## config.mk

```make
export PLATFORM = sky130hd
export DESIGN_NAME = entrada_handshake
export DESIGN_NICKNAME = d
export VERILOG_FILES = /design/src/rtl/entrada_handshake.sv
export SDC_FILE = /design/constraint.sdc
export NUM_CORES = 1
export LEC_CHECK = 0
export CORE_MARGIN = 4
export CORE_UTILIZATION = 39
export CTS_CLUSTER_DIAMETER = 40
export CTS_CLUSTER_SIZE = 16
export DETAILED_ROUTE_END_ITERATION = 16
export PLACE_DENSITY = 0.72
export SLEW_MARGIN = 20
export SYNTH_ARGS = -nofsm -noshare
export SYNTH_HDL_FRONTEND = slang
export SYNTH_SLANG_ARGS = --single-unit
```

## constraint.sdc

```tcl
create_clock -name CLK -period 2.7 [get_ports CLK]
set_input_delay 0.675 -clock CLK [delete_from_list [all_inputs] [get_ports CLK]]
set_output_delay 0.675 -clock CLK [all_outputs]
set_load 0.05 [all_outputs]
```

## src/rtl/entrada_handshake.sv

```systemverilog
// Operator input handshake: synchronizes and debounces the confirm button, then latches the switches as a 32-bit operand.
// Define ENTRADA_SINAL_EN to sign-extend Chaves from bit 7; by default it is zero-extended.
module entrada_handshake #(
  parameter int unsigned DEBOUNCE_CICLOS = 50000,
  parameter int unsigned LARGURA_CONT    = 16
) (
  input  logic        CLK,
  input  logic        Reset,
  input  logic [7:0]  Chaves,
  input  logic        ChaveConfirma,
  input  logic        PedidoEntrada,
  output logic [31:0] DadoEntrada,
  output logic        DadoValido,
  output logic        LEDIN
);

  localparam int unsigned LIMITE = (DEBOUNCE_CICLOS > 0) ? DEBOUNCE_CICLOS - 1 : 0;
  localparam logic [LARGURA_CONT-1:0] CONT_MAX = '1;

  typedef enum logic [2:0] {
    OCIOSO,
    AGUARDA_PRESSAO,
    FILTRA_PRESSAO,
    ENTREGA,
    FILTRA_SOLTURA
  } estado_t;

  estado_t                 estado, prox_estado;
  logic [LARGURA_CONT-1:0] contador, prox_contador, contador_inc;
  logic                    sinc_1, botao_sinc;
  logic                    janela_completa, carrega;
  logic [31:0]             dado_estendido;

  // The window closes on the cycle whose increment would bring the counter to LIMITE,
  // so exactly DEBOUNCE_CICLOS stable synchronized samples are required.
  assign janela_completa = (33'(contador) + 33'd1) >= 33'(LIMITE);
  assign contador_inc    = (contador == CONT_MAX) ? contador : contador + 1'b1;

`ifdef ENTRADA_SINAL_EN
  assign dado_estendido = {{24{Chaves[7]}}, Chaves};
`else
  assign dado_estendido = {24'h000000, Chaves};
`endif

  always_comb begin
    prox_estado   = estado;
    prox_contador = contador;
    carrega       = 1'b0;
    case (estado)
      OCIOSO: begin
        if (PedidoEntrada) prox_estado = AGUARDA_PRESSAO;
      end
      AGUARDA_PRESSAO: begin
        if (!PedidoEntrada) begin
          prox_estado = OCIOSO;
        end else if (botao_sinc) begin
          prox_estado   = FILTRA_PRESSAO;
          prox_contador = '0;
        end
      end
      FILTRA_PRESSAO: begin
        if (!PedidoEntrada) begin
          prox_estado = OCIOSO;
        end else if (!botao_sinc) begin
          prox_estado = AGUARDA_PRESSAO;
        end else if (janela_completa) begin
          prox_estado = ENTREGA;
          carrega     = 1'b1;
        end else begin
          prox_contador = contador_inc;
        end
      end
      ENTREGA: begin
        prox_estado   = FILTRA_SOLTURA;
        prox_contador = '0;
      end
      FILTRA_SOLTURA: begin
        // Any bounce back to pressed restarts the release window, so one press delivers once.
        if (botao_sinc) begin
          prox_contador = '0;
        end else if (janela_completa) begin
          prox_estado = OCIOSO;
        end else begin
          prox_contador = contador_inc;
        end
      end
      default: begin
        prox_estado   = OCIOSO;
        prox_contador = '0;
      end
    endcase
  end

  always_ff @(posedge CLK) begin
    if (!Reset) begin
      estado      <= OCIOSO;
      contador    <= '0;
      sinc_1      <= 1'b0;
      botao_sinc  <= 1'b0;
      DadoEntrada <= 32'h0;
    end else begin
      estado     <= prox_estado;
      contador   <= prox_contador;
      sinc_1     <= ChaveConfirma;
      botao_sinc <= sinc_1;
      if (carrega) DadoEntrada <= dado_estendido;
    end
  end

  // Gated by Reset so a reset landing on the ENTREGA cycle never lets the CPU retire.
  assign DadoValido = (estado == ENTREGA) && Reset;
  assign LEDIN      = (estado == AGUARDA_PRESSAO) || (estado == FILTRA_PRESSAO);

endmodule

```

==> flow_summary.ini <==
[status]
status = complete, no violations

[place]
place_area_mm2 = 0.002359
place_ws_ns = 0.02335
globalplace.congestion = 0.8163
placedCellCount = 335
io_buffers = 21
place.detailed.hpwl_um = 3245

[grt]
track_usage = 0.1421
grt_pass1_vias = 1635
grt_remaining_overflow = 0
grt_max_degree = 15
grt_antenna_before_repair = 0
grt_pass1_wl_um = 7410

[layout]
area_growth_pct = 19.98
drive_gt1_frac = 0.1971
finalNonFillerCells = 344
diodes = 0
post-route-util = 0.4841
design_area_mm2 = 0.002472
fillerInstances = 507
layout.nets = 288

[setup_path]
rr_worst_depth = 9
crit_required_ns = 2.86
arrival_ns = 2.68
crit_type = register to register
cp-start-kind = register
end_kind = register
cp_max_fo = 10

[logic_synthesis]
syn_area_mm2 = 0.002061
ys_seq_elements = 29
synth_top_area_share = 0.2817
yosys-top-cells-count = 29 x buf_4, 29 x dfxtp_1, 15 x nand2_1, 14 x nor2_1, 13 x nor2b_1
synthTopCellsByArea = dfxtp_1 28%, buf_4 11%, nor2b_1 3.9%
ys_async_sr_fraction = 0
ys_types = 62
synth_edf_count = 0
ys.flop_type = dfxtp_1
avgSynthCellArea_um2 = 8.695
seq_area_frac_synth = 0.2817
syn_inst = 237
synth.largest_area_cell = dfxtp_1
yosysWarnings = 0

[power]
total_power_mw = 0.9553
leakage_nw = 1.111
powerDensity_mw_per_mm2 = 386.4
peakVddDrop_mv = 0.2944

[clock_network]
cts_sinks = 29
clkSlewWorstSetupHoldPaths_ns = 0.06
clk_latency_ns = 0.27
h-tree-depth = 2
clk_path_buf_depth = 2
root_buffer = clkbuf_8
numCtsBuffers = 5
cts_tree = done
postCtsHoldBufs = 0

[die]
start_util = 0.4035
pin_count = 46
rows = 26
die_y_um = 80.69
core_area_mm2 = 0.005107
dieArea_mm2 = 0.006511
die_w_um = 80.69

[timing]
fin_setup_tns_ns = 0
timing.slew.headroom = 0.6504
fin_worst_skew_ns = 0.007235
clock.fmax_mhz = 396.6
setup_viol_count_final = 0
tightest_slew_ns = 0.5227
setup_ws_ns = 0.1788
rsz0062_at_grt = false
fin_crit_sh = 0.9338
layout_min_cycle_time_ns = 2.521
hold_slack_ns = 0.4371
slew_violations = 0
finalHoldViolCount = 0

[min_path]
hold_depth = 1
hp-class = register to register

[drt]
first_pass_iters = 4
routedWlPerCell_um = 12.67
routed_via_density = 5.049
drtIter0Drc = 71
vias = 1737
ant_nets = 0
routed_wl_um = 4360
drc = 0

[job]
drv_cap = 0
==> cells by family after synthesis <==
family          count (synthesis)  share of synthesized area
flops                          29                     0.2817
other cells                     1                   0.001820
fa+ha+maj                       2                    0.01214
simple gates                   89                     0.2781
compound gates                 57                     0.2131
mux                            10                    0.04979
buf+inv                        44                     0.1421
xor+xnor                        5                    0.02125
==> metal layers <==
| metal | track usage | part of all wire | vias up |
|---|---|---|---|
| met5 | 0 | 0 | - |
| met3 | 0.04596 | 0.056 | 4 |
| li1 | - | - | 881 |
| met2 | 0.2334 | 0.48 | 44 |
| met1 | 0.1788 | 0.46 | 808 |
| met4 | 0.03547 | 0.0062 | 0 |
==> layout by cell type (no fill, tap or decap), drive strengths merged, types with 3 or more instances in the layout <==
| cell | count |
|---|---|
| dfxtp | 29 |
| conb | 24 |
| buf | 24 |
| clkdlybuf4s50 | 19 |
| nand2 | 16 |
| nor2 | 15 |
| nor2b | 13 |
| nand3 | 10 |
| a21oi | 9 |
| a31oi | 8 |
| mux2i | 8 |
| inv | 7 |
| a21o | 7 |
| clkbuf | 7 |
| nand4 | 7 |
| o21ai | 7 |
| and2 | 6 |
| and3 | 4 |
| xnor2 | 4 |
| nor3 | 4 |
| a31o | 3 |
| a221oi | 3 |
| a21bo | 3 |
==> critical path, cell delays in order, from the launching register on <==
cell and delay [ns]:
dfxtp_1 0.35, ha_1 0.25, nand4_4 0.16, nor4_4 0.40, nor4b_2 0.08, a311o_1 0.36
nand2b_4 0.18, nand2_4 0.15, o21ai_4 0.12, a221o_1 0.35
==> worst paths after layout <==
kind | from | end | slack, ns
hold reg to reg | sinc_1 | botao_sinc | 0.44
hold / removal | sinc_1 | botao_sinc | 0.44
setup reg to reg | contador[0] | contador[13] | 0.18
setup / recovery | contador[0] | contador[13] | 0.18
==> cell type report <==
cell class / count / area [um2] / area share
sequential: 29 / 581.8 / 0.2353
inverter: 7 / 26.28 / 0.01063
timing repair buffer: 44 / 407.9 / 0.1650
multi-input combinational: 187 / 1282 / 0.5187
clock buffer: 7 / 86.33 / 0.03492
tap: 70 / 87.58 / 0.03543
==> registers in the layout, summed over array words and instances, names as in the netlist <==
register	count
DadoEntrada	8
botao_sinc	1
contador	16
estado	3
sinc_1	1
==> what timing repair did <==
item / CTS / global route
resized for setup: 0 / 3
setup endpoints to repair: 0 / 5
hold endpoints to repair: 0 / 0
buffers inserted: 0 / 2
==> power breakdown <==
group	total (mW)	switching [mW]	leakage [nW]	internal [mW]
Combinational	0.156	0.111	0.832	0.0448
Clock	0.357	0.155	0.0443	0.202
Sequential	0.442	0.00847	0.235	0.433
Note: power is estimated with default switching activity, not from simulation.
